--- src/rtl/reg_access_arbiter.sv ---
// Arbitrates the single-port register RAM between engine reads (always first)
// and buffered SPI writes, which commit in arrival order on read-free cycles.
module reg_access_arbiter #(
  parameter int unsigned FIFO_DEPTH = 4,
  parameter int unsigned ADDR_W     = 5,
  parameter int unsigned DATA_W     = 16
) (
  input  logic                              clk_in,
  input  logic                              reset_in,
  input  logic [ADDR_W-1:0]                 wr_addr_in,
  input  logic [DATA_W-1:0]                 wr_data_in,
  input  logic                              wr_valid_in,
  input  logic                              rd_req_in,
  input  logic [ADDR_W-1:0]                 rd_addr_in,
  output logic [DATA_W-1:0]                 rd_data_out,
  output logic                              rd_valid_out,
  output logic [ADDR_W-1:0]                 ram_addr_out,
  output logic [DATA_W-1:0]                 ram_wdata_out,
  output logic                              ram_we_out,
  output logic                              ram_re_out,
  input  logic [DATA_W-1:0]                 ram_rdata_in,
  output logic [$clog2(FIFO_DEPTH):0]       fifo_level_out,
  output logic                              overflow_out,
  input  logic                              overflow_clr_in
);

  localparam int unsigned PTR_W = $clog2(FIFO_DEPTH);
  localparam int unsigned LVL_W = PTR_W + 1;

  typedef struct packed {
    logic [ADDR_W-1:0] addr;
    logic [DATA_W-1:0] data;
  } wr_entry_t;

  wr_entry_t         fifo_q [FIFO_DEPTH];
  logic [PTR_W-1:0]  wr_ptr_q, wr_ptr_d;
  logic [PTR_W-1:0]  rd_ptr_q, rd_ptr_d;
  logic [LVL_W-1:0]  level_q, level_d;
  logic              overflow_q, overflow_d;
  logic              ram_re_q, ram_re_d;
  logic              ram_we_q, ram_we_d;
  logic [ADDR_W-1:0] ram_addr_q, ram_addr_d;
  logic [DATA_W-1:0] ram_wdata_q, ram_wdata_d;
  logic              rd_pipe_q, rd_pipe_d;
  logic              rd_valid_q, rd_valid_d;
  logic [DATA_W-1:0] rd_data_q, rd_data_d;

  logic      empty_c, full_c, pop_c, push_c, drop_c;
  wr_entry_t head_c;

  always_comb begin
    empty_c = (level_q == '0);
    full_c  = (level_q == LVL_W'(FIFO_DEPTH));
    head_c  = fifo_q[rd_ptr_q];
    pop_c   = !rd_req_in && !empty_c;
    // A full FIFO still accepts a push when the head leaves on the same edge.
    push_c  = wr_valid_in && (!full_c || pop_c);
    drop_c  = wr_valid_in && full_c && !pop_c;
  end

  always_comb begin
    ram_re_d    = 1'b0;
    ram_we_d    = 1'b0;
    ram_addr_d  = ram_addr_q;
    ram_wdata_d = ram_wdata_q;
    wr_ptr_d    = wr_ptr_q;
    rd_ptr_d    = rd_ptr_q;
    level_d     = level_q;

    if (rd_req_in) begin
      ram_re_d   = 1'b1;
      ram_addr_d = rd_addr_in;
    end else if (pop_c) begin
      ram_we_d    = 1'b1;
      ram_addr_d  = head_c.addr;
      ram_wdata_d = head_c.data;
    end

    if (push_c) wr_ptr_d = wr_ptr_q + PTR_W'(1);
    if (pop_c)  rd_ptr_d = rd_ptr_q + PTR_W'(1);

    case ({push_c, pop_c})
      2'b10:   level_d = level_q + LVL_W'(1);
      2'b01:   level_d = level_q - LVL_W'(1);
      default: level_d = level_q;
    endcase

    overflow_d = drop_c || (overflow_q && !overflow_clr_in);

    // RAM data arrives the cycle after the read strobe, hence one shadow stage.
    rd_pipe_d  = ram_re_q;
    rd_valid_d = rd_pipe_q;
    rd_data_d  = rd_pipe_q ? ram_rdata_in : rd_data_q;
  end

  always_ff @(posedge clk_in or posedge reset_in) begin
    if (reset_in) begin
      wr_ptr_q    <= '0;
      rd_ptr_q    <= '0;
      level_q     <= '0;
      overflow_q  <= 1'b0;
      ram_re_q    <= 1'b0;
      ram_we_q    <= 1'b0;
      ram_addr_q  <= '0;
      ram_wdata_q <= '0;
      rd_pipe_q   <= 1'b0;
      rd_valid_q  <= 1'b0;
      rd_data_q   <= '0;
    end else begin
      wr_ptr_q    <= wr_ptr_d;
      rd_ptr_q    <= rd_ptr_d;
      level_q     <= level_d;
      overflow_q  <= overflow_d;
      ram_re_q    <= ram_re_d;
      ram_we_q    <= ram_we_d;
      ram_addr_q  <= ram_addr_d;
      ram_wdata_q <= ram_wdata_d;
      rd_pipe_q   <= rd_pipe_d;
      rd_valid_q  <= rd_valid_d;
      rd_data_q   <= rd_data_d;
    end
  end

  // Entry storage needs no reset; the pointers define what is valid.
  always_ff @(posedge clk_in) begin
    if (push_c) fifo_q[wr_ptr_q] <= '{addr: wr_addr_in, data: wr_data_in};
  end

  assign rd_data_out    = rd_data_q;
  assign rd_valid_out   = rd_valid_q;
  assign ram_addr_out   = ram_addr_q;
  assign ram_wdata_out  = ram_wdata_q;
  assign ram_we_out     = ram_we_q;
  assign ram_re_out     = ram_re_q;
  assign fifo_level_out = level_q;
  assign overflow_out   = overflow_q;

endmodule

--- config.mk ---
export PLATFORM = sky130hd
export DESIGN_NAME = reg_access_arbiter
export DESIGN_NICKNAME = d
export VERILOG_FILES = /design/src/rtl/reg_access_arbiter.sv
export SDC_FILE = /design/constraint.sdc
export NUM_CORES = 1
export LEC_CHECK = 0
export BUFFER_PORTS_ARGS = -buffer_cell sky130_fd_sc_hd__buf_4
export CORE_ASPECT_RATIO = 0.7
export CORE_MARGIN = 2
export CORE_UTILIZATION = 48
export CTS_CLUSTER_DIAMETER = 80
export DETAILED_ROUTE_END_ITERATION = 8
export PLACE_DENSITY = 0.7
export SLEW_MARGIN = 10
export SYNTH_ARGS = -nofsm -noshare
export SYNTH_HDL_FRONTEND = slang
export SYNTH_SLANG_ARGS = --single-unit
export TNS_END_PERCENT = 5
--- constraint.sdc ---
create_clock -name clk_in -period 2.2 [get_ports clk_in]
set_input_delay 0.22 -clock clk_in [delete_from_list [all_inputs] [get_ports clk_in]]
set_output_delay 0.22 -clock clk_in [all_outputs]
set_load 0.005 [all_outputs]
==> results list, run 1 <==
- Slew margin rel.: 0.551
- For this run, the top clock speed supported by timing is 502 MHz.
* Initial DRC Count: 179
- After routing, the total negative slack on setup checks comes to 0 ps.
* Die H: 91.1 µm
- Starting Density: 0.499
- Count of final max-slew check failures: 0
* Global-route usage over all layers: 0.179
- Clock-pin slew was measured on the worst setup and hold paths at 50 ps.
* TritonCTS Sinks: 133
- The floorplan step defined a die boundary enclosing 11700 µm².
- Post-detailed-placement cell area: 6030 µm²
- In the final routed layout, each cell accounts on average for 18.4 µm.
* Final net count: 433
- Once the clock tree was built, the resizer swapped 0 gates to a different size.
- Leak pwr: 2.69 nW
- In the final layout, the share of cells above drive strength 1 is 0.462.
- Critical path endpoint category: flop
- Inserted Clock Buffers: 17
- Path type of the worst min-delay path: in -> reg
- With fillers left out, the area of the finished cells amounts to 6700 µm².
- Placement Setup Slack: 201 ps
- Power after layout: 8.87 mW
- GRT met2 Usage: 0.298
- From left edge to right edge, the die measures 128 µm.
* Count of mapped cells out of synthesis: 272
* Summed instance area of the synthesized netlist: 5200 µm²
* Vias in the first global route: 3001
- At the pin with the least slew margin, the transition time is 674 ps.
- The tree is rooted in a sky130_fd_sc_hd__clkbuf_16.
- Global placer's final weighted congestion: 0.741
- After global routing the overflow that remains totals 0.
- Detailed placement ended at an HPWL of 6280 µm.
- Entering global routing, the biggest net connects 25 pins.
- Final Worst Setup Slack: 209 ps
* Areal power density over the cells: 1320 nW/µm²
- Maximum buffer depth of the clock tree: 2
- Final hold analysis gives a worst-case slack of 18.3 ps.
* Number of antenna violations at the first check in global routing: 0
- Across the run, the number of max-cap violations was 0.
* Via count: 2765
- The largest individual stage delay along the critical path comes from the cell sky130_fd_sc_hd__dfrtp_1.
- The first detailed-routing pass ran for 5 iterations.
- Cells taking the most area after synthesis: sky130_fd_sc_hd__edfxtp_1 (48%), sky130_fd_sc_hd__dfrtp_1 (24%), sky130_fd_sc_hd__mux2_2 (7.4%), sky130_fd_sc_hd__mux4_1 (4.0%), sky130_fd_sc_hd__mux4_2 (3.5%)
* # port buffers: 90
- Leading area contributor after synthesis: sky130_fd_sc_hd__edfxtp_1
* Most congested layer reported by global routing: met2
- Setup violations remaining at the end of the flow were counted as 0.
* Worst-case clock skew: 11.7 ps
- Data arrival time of the critical path: 2250 ps
- The Yosys step of the flow raised 0 warnings.
* Wire length reported by the detailed router: 9680 µm
* Worst Path Class, Setup: reg -> reg
- Largest fanout of any net on the critical path: 10
- Share of the yosys chip area belonging to registers: 0.721
* Rows: 31
- Unrepaired setup endpoints after global routing: false
- Final Hold Fails: 0
- Flip-flop and latch count after synthesis: 133
- Syn nets: 324
- Diode insertion count for antenna repair: 0
- Final instance count without filler cells: 526
- Crit path required time: 2460 ps
- Post-route DRC: 0
- GR met1 Demand/Resource: 0.220
* Antenna viol nets, final: 0
- Post-CTS Repair Setup Buffers: 0
- From synthesis to final layout, the design area changed by 28.8%.
* Area of the core: 10400 µm²
- Number of different library cells in the post-synthesis netlist: 39
* Final min period: 1990 ps
- Total number of H-tree levels: 4
* Via density per instance: 5.26
* Post-Synthesis Mean Instance Area: 19.1 µm²
* Post-placement cell count: 491
- STA classifies the critical path startpoint as a flop.
- Share of the clock period used by the worst path: 0.905
- Largest stage delay on the critical path: 520 ps
* Global-route wire length before repair: 15300 µm
* Clk Latency, worst-skew pair: 400 ps
- Top-area cell type share of the netlist area: 0.485
* Worst IR drop on VDD: 0.648 mV
- Traced cell by cell, the critical path runs through nor3_2 -> or3_1 -> fa_1 -> a2111oi_0 -> a211oi_1.
- Outcome: complete, no violations
- For met3 alone, demand over resource in global routing was 0.0530.
* Clock tree from TritonCTS: yes
- Measured on the finished design, the core utilization comes to 0.642.
- # IOs: 91
worst max-delay path: cells and delay by family, from the launching register on:
kind	cells	cell delay (ps)
flip-flops	1	520
AO/OA/AOI/OAI	2	490
AND/OR/NAND/NOR	2	430
adder cells (fa/ha/maj)	1	410
cells in the final DEF, fill, tap and decap left out, types with 4 or more instances in the layout:
cell type	count
sky130_fd_sc_hd__mux2_2	34
sky130_fd_sc_hd__mux2_4	8
sky130_fd_sc_hd__nor2_1	7
sky130_fd_sc_hd__a222oi_1	5
sky130_fd_sc_hd__buf_4	101
sky130_fd_sc_hd__edfxtp_1	84
sky130_fd_sc_hd__clkbuf_16	17
sky130_fd_sc_hd__inv_1	8
sky130_fd_sc_hd__a21oi_1	5
sky130_fd_sc_hd__mux4_1	8
sky130_fd_sc_hd__and3_1	4
sky130_fd_sc_hd__bufinv_16	5
sky130_fd_sc_hd__mux4_2	8
sky130_fd_sc_hd__ha_1	4
sky130_fd_sc_hd__dfrtp_1	49
per-layer routing:
metal / vias up / share of wire
li1: 1288 / -
met1: 1389 / 0.44
met2: 84 / 0.50
met3: 4 / 0.054
met4: 0 / 0.0038
met5: - / 0
cell type report:
type / instances / area (µm²)
Clock buffer: 22 / 464
Clock inverter: 10 / 176
Fill cell: 731 / 3730
Inverter: 9 / 33.8
Multi-Input combinational cell: 116 / 1320
Sequential cell: 133 / 3750
Tap cell: 132 / 165
Timing Repair Buffer: 104 / 788
repair_timing:
| action | 4_1_cts | 5_1_grt |
|---|---|---|
| endpoints found under the setup margin | 0 | 0 |
| endpoints found under the hold margin | 27 | 0 |
| hold buffers | 3 | 0 |
where the power goes:
part / internal [mW] / switching [mW]
clock: 2.06 / 0.988
combinational: 1.25 / 0.943
sequential: 3.31 / 0.322
total: 6.62 / 2.25
kinds of logic (layout without fill, tap and decap cells):
group / Yosys count / in the layout / synth area share
DFF: 133 / 133 / 0.721
muxes: 58 / 58 / 0.172
and+or+nand+nor: 28 / 28 / 0.0325
buffers and inverters: 23 / 145 / 0.0252
AOI/OAI and AO/OA: 20 / 20 / 0.0281
adders and majority gates: 5 / 5 / 0.0135
xor gates and xnor gates: 5 / 5 / 0.00842
state kept, by name, indices dropped and copies added (netlist names):
| name | cells |
|---|---|
| ram_re_out | 1 |
| ram_we_out | 1 |
| ram_wdata_out | 16 |
| rd_valid_out | 1 |
| overflow_out | 1 |
| rd_data_out | 16 |
| wr_ptr_q | 2 |
| fifo_level_out | 3 |
| rd_ptr_q | 2 |
| fifo_q | 84 |
| rd_pipe_q | 1 |
| ram_addr_out | 5 |
cell usage after synthesis:
| library cell | count |
|---|---|
| sky130_fd_sc_hd__edfxtp_1 | 84 |
| sky130_fd_sc_hd__dfrtp_1 | 49 |
| sky130_fd_sc_hd__mux2_2 | 34 |
| sky130_fd_sc_hd__inv_1 | 9 |
| sky130_fd_sc_hd__mux2_4 | 8 |
| sky130_fd_sc_hd__mux4_1 | 8 |
| sky130_fd_sc_hd__mux4_2 | 8 |
| sky130_fd_sc_hd__nor2_1 | 7 |
| sky130_fd_sc_hd__a21oi_1 | 5 |
| sky130_fd_sc_hd__a222oi_1 | 5 |
| sky130_fd_sc_hd__buf_2 | 5 |
| sky130_fd_sc_hd__and3_1 | 4 |
| sky130_fd_sc_hd__clkbuf_1 | 4 |
| sky130_fd_sc_hd__ha_1 | 4 |
| sky130_fd_sc_hd__buf_6 | 3 |
| sky130_fd_sc_hd__o2111ai_1 | 3 |
| sky130_fd_sc_hd__o21ai_0 | 3 |
| sky130_fd_sc_hd__xnor2_1 | 3 |
| sky130_fd_sc_hd__nand2_1 | 2 |
| sky130_fd_sc_hd__nand3_1 | 2 |
| sky130_fd_sc_hd__nand3b_1 | 2 |
| sky130_fd_sc_hd__or3_1 | 2 |
| sky130_fd_sc_hd__xor2_1 | 2 |
| sky130_fd_sc_hd__a2111oi_0 | 1 |
| sky130_fd_sc_hd__a211oi_1 | 1 |
| sky130_fd_sc_hd__a22oi_1 | 1 |
| sky130_fd_sc_hd__a31oi_1 | 1 |
| sky130_fd_sc_hd__and2_1 | 1 |
| sky130_fd_sc_hd__buf_1 | 1 |
| sky130_fd_sc_hd__buf_12 | 1 |
| sky130_fd_sc_hd__fa_1 | 1 |
| sky130_fd_sc_hd__nand2b_1 | 1 |
| sky130_fd_sc_hd__nand4bb_1 | 1 |
| sky130_fd_sc_hd__nor2_2 | 1 |
| sky130_fd_sc_hd__nor2b_1 | 1 |
| sky130_fd_sc_hd__nor3_2 | 1 |
| sky130_fd_sc_hd__nor4b_1 | 1 |
| sky130_fd_sc_hd__nor4bb_1 | 1 |
| sky130_fd_sc_hd__or4_1 | 1 |
path summary, 6_finish.rpt:
kind	from	endpoint	slack (ps)	cells after the start
hold reg to reg	ram_re_out$_DFF_PP0_	rd_pipe_q$_DFF_PP0_	380	0
setup reg to reg	fifo_level_out[2]$_DFFE_PP0P_	fifo_level_out[2]$_DFFE_PP0P_	210	5
min in group asynchronous	reset_in	rd_data_out[9]$_DFFE_PP0P_	440	3
max in group asynchronous	reset_in	ram_wdata_out[5]$_DFFE_PP0P_	1140	4
hold / removal	wr_addr_in[0]	fifo_q[2][16]$_DFFE_PP_	20	1
setup / recovery	fifo_level_out[2]$_DFFE_PP0P_	fifo_level_out[2]$_DFFE_PP0P_	210	5
Note: power is estimated with default switching activity, not from simulation.
==> inputs of run 2 (changes only) <==
--- a/config.mk
+++ b/config.mk
@@ -11,7 +11,7 @@
 export CORE_UTILIZATION = 48
 export CTS_CLUSTER_DIAMETER = 80
 export DETAILED_ROUTE_END_ITERATION = 8
-export PLACE_DENSITY = 0.7
+export PLACE_DENSITY = 0.78
 export SLEW_MARGIN = 10
 export SYNTH_ARGS = -nofsm -noshare
 export SYNTH_HDL_FRONTEND = slang
==> run 2 against run 1 <==
- the flow now finishes with violations (hold timing)
- maximum frequency grew 0.25%
- first-iteration DRC count grew 92%
- final area grew 1.3%
- clock-buffer cell count shrank 4
- clock power shrank 2%
- critical endpoint is now fifo_level_out[1]$_DFFE_PP0P_
==> results list, run 2 (synthesized netlist as in run 1, its figures left out) <==
* Largest register FFs: 84 (unchanged)
- Inserted Clock Buffers: 17 (unchanged)
- Share of power burned in combinational logic: 0.255 (+0.008)
* Path type of the worst min-delay path: in -> async
- Wire length reported by the detailed router: 10200 µm (+5.2%)
- The library cells used most frequently in the layout, excluding fill and tap cells, are sky130_fd_sc_hd__buf_4 (104), sky130_fd_sc_hd__edfxtp_1 (84), sky130_fd_sc_hd__dfrtp_1 (49), sky130_fd_sc_hd__mux2_2 (34), sky130_fd_sc_hd__clkbuf_16 (17).
- The count of buffers from port buffering is 90 (unchanged).
* Placement Setup Slack: 269 ps (+68.8 ps)
- Fin Setup TNS: 0 ps (unchanged)
- Rows: 31 (unchanged)
- Unrepaired setup endpoints after global routing: false
- The final count of pins violating max slew is 0 (unchanged).
- Final min period: 1990 ps (-4.99 ps)
- Critical path endpoint category: flop
- Global-route wire length before repair: 15900 µm (+3.5%)
- The library cell used most frequently in the layout, excluding fill and tap cells, is sky130_fd_sc_hd__buf_4.
- The switching power of the nets was 2.32 mW (+3.0%).
- Crit path required time: 2520 ps (+60 ps)
- Vias in the first global route: 2971 (-1.0%)
- Count of cells resized by post-cts repair: 0 (unchanged)
* Antenna viol nets, final: 0 (unchanged)
* Largest net degree at the start of global routing: 50 (+100%)
* Core Util, Final: 0.651 (+0.00863)
- Areal power density over the cells: 1310 nW/µm² (-1.0%)
- The cell sitting at the root of the clock tree is a sky130_fd_sc_hd__clkbuf_16.
- Global-route usage over all layers: 0.186 (+0.00748)
* Max-cap violations: 0 (unchanged)
- The area growth from synthesis to layout is 30.5%.
* Register with the highest flop count: fifo_q
- The number of antenna violations at the first check in global routing is 0 (unchanged).
- The count of endpoints failing hold in the final timing report came to 10 (+10).
- Total gr overflow: 0 (unchanged)
* Via density per instance: 5.37 (+2.1%)
- The count of boundary I/O pins was 91 (unchanged).
* Data arrival time of the critical path: 2300 ps (+50 ps)
- The checks that failed: hold timing.
* Sequential Power Share: 0.410 (about the same)
- The number of failing setup endpoints in the final timing report came to 0 (unchanged).
- The worst vdd rail ir drop was 0.704 mV (+8.7%).
- The clock latency reported for the late side of the worst-skew pair is 410 ps (about the same).
* Post-CTS Repair Setup Buffers: 0 (unchanged)
* Transition time at the pin with the least slew margin: 694 ps (+20.1 ps)
- Worst Path Class, Setup: reg -> reg
* Worst hold slack across all endpoints: -4.14 ps (-22.4 ps)
- The setup slack after layout was 214 ps (+4.99 ps).
- The total half-perimeter wirelength after legalization and detailed placement was 6470 µm (+3.1%).
- Share of the clock period used by the worst path: 0.903 (-0.00227)
- Maximum buffer depth of the clock tree: 2 (unchanged)
- The diode insertion count for antenna repair was 0 (unchanged).
- The core area was 10400 µm² (unchanged).
- Final net count: 445 (+2.8%)
- The maximum clock rate came to 504 MHz (+0.25%).
- Startpoint type of the worst setup path: flop
- Largest fanout of any net on the critical path: 10 (unchanged)
- WL per Instance: 18.9 µm (+2.9%)
- The vias after detailed routing came to 2887 (+4.4%).
- The clock network fraction of total power came to 0.335 (-0.009).
- Die X-Extent: 128 µm (unchanged)
* Die area: 11700 µm² (unchanged)
- Clock transition at path regs: 50 ps (about the same)
- Die H: 91.1 µm (unchanged)
- Number of filler cells placed in the layout: 716 (-2.1%)
- Starting Density: 0.499 (unchanged)
* Number of optimization iterations in the first detailed-route pass: 5 (unchanged)
* Clock tree from TritonCTS: yes
* Slew margin rel.: 0.538 (-0.0134)
* Post-route DRC: 0 (unchanged)
- TritonCTS Sinks: 133 (unchanged)
- The switching power share of the total was 0.261 (+0.00677).
* CTS hold repair buffers: 6 (+3)
- Leak pwr: 2.73 nW (+1.4%)
* Total number of H-tree levels: 4 (unchanged)
- Internal power: 6.58 mW (-0.63%)
- The weighted congestion reported at the end of routability-driven placement is 0.759 (+2.5%).
- The share of layout cells above drive strength 1 is 0.446 (-0.0161).
* Worst-case clock skew: 7.78 ps (-3.87 ps)
- Initial DRC Count: 343 (+92%)
- Outcome: complete, but fails checks
## run 2: cell types whose count changed in the layout (fill, tap and decap cells not counted)
cell and delta:
sky130_fd_sc_hd__buf_4 +3, sky130_fd_sc_hd__clkbuf_8 -2, sky130_fd_sc_hd__dlygate4sd3_1 +9, sky130_fd_sc_hd__clkinv_2 -2, sky130_fd_sc_hd__clkbuf_1 -2, sky130_fd_sc_hd__clkinv_1 +6
## run 2: path summary, 6_finish.rpt
check                                                    from                            end  slack (ps)  cells after the start
worst min-delay path                                 reset_in     rd_data_out[7]$_DFFE_PP0P_          -4                      3
min in group clk_in                             wr_data_in[5]         fifo_q[2][5]$_DFFE_PP_          20                      1
max in group asynchronous                            reset_in    ram_addr_out[2]$_DFFE_PP0P_        1770                      3
worst min register to register           ram_re_out$_DFF_PP0_            rd_pipe_q$_DFF_PP0_         380                      0
worst max register to register  fifo_level_out[2]$_DFFE_PP0P_  fifo_level_out[1]$_DFFE_PP0P_         210                      6
worst max-delay path            fifo_level_out[2]$_DFFE_PP0P_  fifo_level_out[1]$_DFFE_PP0P_         210                      6
## run 2: stage by stage
stage               std cells  instance area [µm²]  hold slack, ps  power, mW
global route              538                 6790            1.07       9.33
detailed placement        494                 6050             376       5.96
CTS                       532                 6730          0.0526       8.98
floorplan                 272                 5200             251       5.04
global placement          494                 6050             377       5.85
finish                    538                 6790           -4.14       8.90
## run 2: power by group through the flow
stage,Clock [mW],Sequential [mW],Combinational [mW]
detailed placement,0,3.69,2.27
floorplan,0,3.58,1.46
finish,2.98,3.65,2.27
CTS,3.03,3.65,2.30
global route,3.14,3.71,2.47
global placement,0,3.65,2.20
## run 2: final cells by class
type | count | area, µm² | share of cell area
Tap cell | 132 | 165 | 0.0243
Multi-Input combinational cell | 116 | 1320 | 0.195
Clock buffer | 18 | 429 | 0.0632
Timing Repair Buffer | 116 | 901 | 0.133
Sequential cell | 133 | 3750 | 0.552
Clock inverter | 14 | 189 | 0.0278
Inverter | 9 | 33.8 | 0.00498
## run 2: worst max-delay path: stages, from the launching register on
cell and delay, ps:
sky130_fd_sc_hd__dfrtp_1 540, sky130_fd_sc_hd__nor3_2 110, sky130_fd_sc_hd__or3_1 340, sky130_fd_sc_hd__fa_1 490
sky130_fd_sc_hd__inv_1 70, sky130_fd_sc_hd__o2111ai_1 120, sky130_fd_sc_hd__a22oi_1 230
## run 2: per-layer routing
metal,GRT usage,share of wire,up-vias
met1,0.242,0.43,1485
met5,0,0,-
met3,0.0642,0.063,8
met2,0.293,0.50,92
met4,0.0668,0.0069,0
li1,-,-,1302
==> inputs of run 3 (changes only) <==
--- a/config.mk
+++ b/config.mk
@@ -12,6 +12,7 @@
 export CTS_CLUSTER_DIAMETER = 80
 export DETAILED_ROUTE_END_ITERATION = 8
 export PLACE_DENSITY = 0.78
+export RECOVER_POWER = 25
 export SLEW_MARGIN = 10
 export SYNTH_ARGS = -nofsm -noshare
 export SYNTH_HDL_FRONTEND = slang
==> run 3 against run 2 <==
- the run now ends clean
- wire length fell by 0.14%
- sequential share of layout area rose by 0.36 points
- clock power barely moved
- non-clock buffer count did not move
- register-to-register slack got worse by 30 ps
- maximum frequency fell by 1.3%
- largest power group unchanged
- highest routed layer unchanged
==> results list, run 3 (synthesized netlist as in run 1, its figures left out) <==
- The run finished with clean final reports.
- Via density per instance: 5.38 (+0.35%)
* Most congested layer reported by global routing: met2
- Worst-case clock skew: 8.68 ps (+0.900 ps)
- Clock tree from TritonCTS: yes
* Die area: 11700 µm² (unchanged)
- Startpoint type of the worst setup path: flop
- The weighted congestion reported at the end of routability-driven placement is 0.759 (unchanged).
- The worst vdd rail ir drop was 0.706 mV (+0.18%).
- The maximum clock rate came to 497 MHz (-1.3%).
- Die X-Extent: 128 µm (unchanged)
- Clk Latency, worst-skew pair: 410 ps (about the same)
* Via count: 2897 (+0.35%)
- The maximum fanout along the worst path is 10 (unchanged).
* Cell depth of the worst setup path: 6 (unchanged)
* Commonest non-fill, non-tap cells in the layout: sky130_fd_sc_hd__buf_4 (91), sky130_fd_sc_hd__edfxtp_1 (84), sky130_fd_sc_hd__dfrtp_1 (49), sky130_fd_sc_hd__mux2_2 (34), sky130_fd_sc_hd__clkbuf_16 (17)
* Number of optimization iterations in the first detailed-route pass: 5 (unchanged)
- Register with the highest flop count: fifo_q
* Number of filler cells placed in the layout: 728 (+1.7%)
* Wire length reported by the detailed router: 10200 µm (-0.14%)
- Final Worst Setup Slack: 188 ps (-25.9 ps)
* Critical path endpoint category: flop
* Hold path depth: 2
- The transition time at the pin with the least slew margin was 1250 ps (+555 ps).
- The data required time of the critical path came to 2520 ps (about the same).
- The final design area excluding fillers was 6750 µm² (-0.65%).
- Unrepaired setup endpoints after global routing: false
- Total gr overflow: 0 (unchanged)
* Placement Setup Slack: 269 ps (unchanged)
- Inserted Clock Buffers: 17 (unchanged)
- Largest stage delay on the critical path: 550 ps (about the same)
- The power per unit of standard cell area came to 1320 nW/µm² (+0.63%).
- The post-route core utilization was 0.646 (-0.00420).
- Rows: 31 (unchanged)
- The worst-case clock buffer depth came to 2 (unchanged).
* Vias in the first global route: 2971 (unchanged)
- Setup-violating endpoint count in the final report: 0 (unchanged)
- # IOs: 91 (unchanged)
* Area growth, synth to finish: 29.7%
* Leading cell type in the layout, fill and taps excluded: sky130_fd_sc_hd__buf_4
- TritonCTS Sinks: 133 (unchanged)
* Number of antenna violations at the first check in global routing: 0 (unchanged)
* Die H: 91.1 µm (unchanged)
- Largest register FFs: 84 (unchanged)
- Global-route usage over all layers: 0.186 (unchanged)
- The count of buffers from port buffering came to 90 (unchanged).
* Antenna viol nets, final: 0 (unchanged)
- The cell total after placement was 494 (unchanged).
- Worst hold slack across all endpoints: 43.6 ps (+47.8 ps)
- Slew margin rel.: 0.167 (-0.370)
- The cell area reported after detailed placement came to 6050 µm² (unchanged).
- Global-route wire length before repair: 15900 µm (unchanged)
- On the critical path the largest part of the delay comes from flip-flops.
* Root buf cell: sky130_fd_sc_hd__clkbuf_16
- Worst-path cell chain: nor3_2 -> or3_1 -> fa_1 -> inv_1 -> o2111ai_1 -> a22oi_1
* Layout cell share with drive strength beyond 1: 0.416 (-0.0296)
- The average wire per cell in the routed design is 18.9 µm (-0.14%).
- Global routing met3 resource utilization: 0.0642 (unchanged)
- The total setup buffers inserted after CTS was 0 (unchanged).
- Area of the core: 10400 µm² (unchanged)
- HPWL after detailed placement: 6470 µm (unchanged)
* Worst Path Class, Setup: reg -> reg
* Final Hold Fails: 0 (-10)
- The final count of pins violating max slew is 0 (unchanged).
- The clock transition at the registers of the reported paths was 50 ps (about the same).
- The path depth of the worst reg2reg path came to 6 (unchanged).
- Total number of H-tree levels: 4 (unchanged)
* Final net count: 445 (unchanged)
- Data arrival time of the critical path: 2330 ps (+30 ps)
* Fin Setup TNS: 0 ps (unchanged)
- The met2 usage in global routing is 0.293 (unchanged).
- The reported max-cap violation count is 0 (unchanged).
- The post-route clock period utilization was 0.914 (+0.0118).
- Path type of the worst min-delay path: in -> reg
* Leak pwr: 2.69 nW (-1.5%)
- The starting utilization of the core area was 0.499 (unchanged).
* GR met1 Demand/Resource: 0.242 (unchanged)
- Post-route DRC: 0 (unchanged)
* Final instance count without filler cells: 538 (unchanged)
* Largest net degree at the start of global routing: 50 (unchanged)
- The worst path buffer plus inverter count came to 1 (unchanged).
- Power after layout: 8.90 mW (about the same)
* Initial DRC Count: 367 (+7.0%)
- The diode insertion count for antenna repair was 0 (unchanged).
* Cell with the largest stage delay on the worst path: sky130_fd_sc_hd__dfrtp_1
* Final min period: 2010 ps (+25.9 ps)
[run 3: cell types whose count changed in the layout (fill, tap and decap cells not counted)]
cell and change:
sky130_fd_sc_hd__clkbuf_4 +1, sky130_fd_sc_hd__clkbuf_1 +11, sky130_fd_sc_hd__buf_4 -13, sky130_fd_sc_hd__clkbuf_2 +1, sky130_fd_sc_hd__inv_1 +1, sky130_fd_sc_hd__inv_2 -1
[run 3: worst paths after layout]
| kind | startpoint | endpoint | slack (ps) |
|---|---|---|---|
| setup / recovery | fifo_level_out[2]$_DFFE_PP0P_ | fifo_level_out[1]$_DFFE_PP0P_ | 190 |
| hold / removal | ram_rdata_in[7] | rd_data_out[7]$_DFFE_PP0P_ | 40 |
| setup reg to reg | fifo_level_out[2]$_DFFE_PP0P_ | fifo_level_out[1]$_DFFE_PP0P_ | 190 |
| hold reg to reg | ram_re_out$_DFF_PP0_ | rd_pipe_q$_DFF_PP0_ | 390 |
| max in group asynchronous | reset_in | ram_wdata_out[8]$_DFFE_PP0P_ | 1190 |
| min in group asynchronous | reset_in | rd_data_out[7]$_DFFE_PP0P_ | 250 |
[run 3: per-layer routing]
| metal | vias to the layer above | part of all wire |
|---|---|---|
| li1 | 1304 | - |
| met1 | 1488 | 0.43 |
| met2 | 99 | 0.50 |
| met3 | 6 | 0.066 |
| met4 | 0 | 0.0042 |
| met5 | - | 0 |
[run 3: final cells by class]
class                      count  area [µm²]  share of cell area
timing repair buffer         116         857               0.127
tap                          132         165              0.0245
clock buffer                  18         429              0.0636
inverter                       9        33.8             0.00501
sequential                   133        3750               0.556
clock inverter                14         189              0.0280
multi-input combinational    116        1320               0.196
[run 3: power by group]
part	switching, mW	total [mW]	internal (mW)
Combinational	0.983	2.27	1.28
Clock	1.00	2.98	1.98
Sequential	0.343	3.65	3.31
[run 3: what timing repair did]
item	4_1_cts	5_1_grt
endpoints found under the hold margin	18	22
hold buffers	6	6
endpoints found under the setup margin	0	0
gates resized for setup	0	0
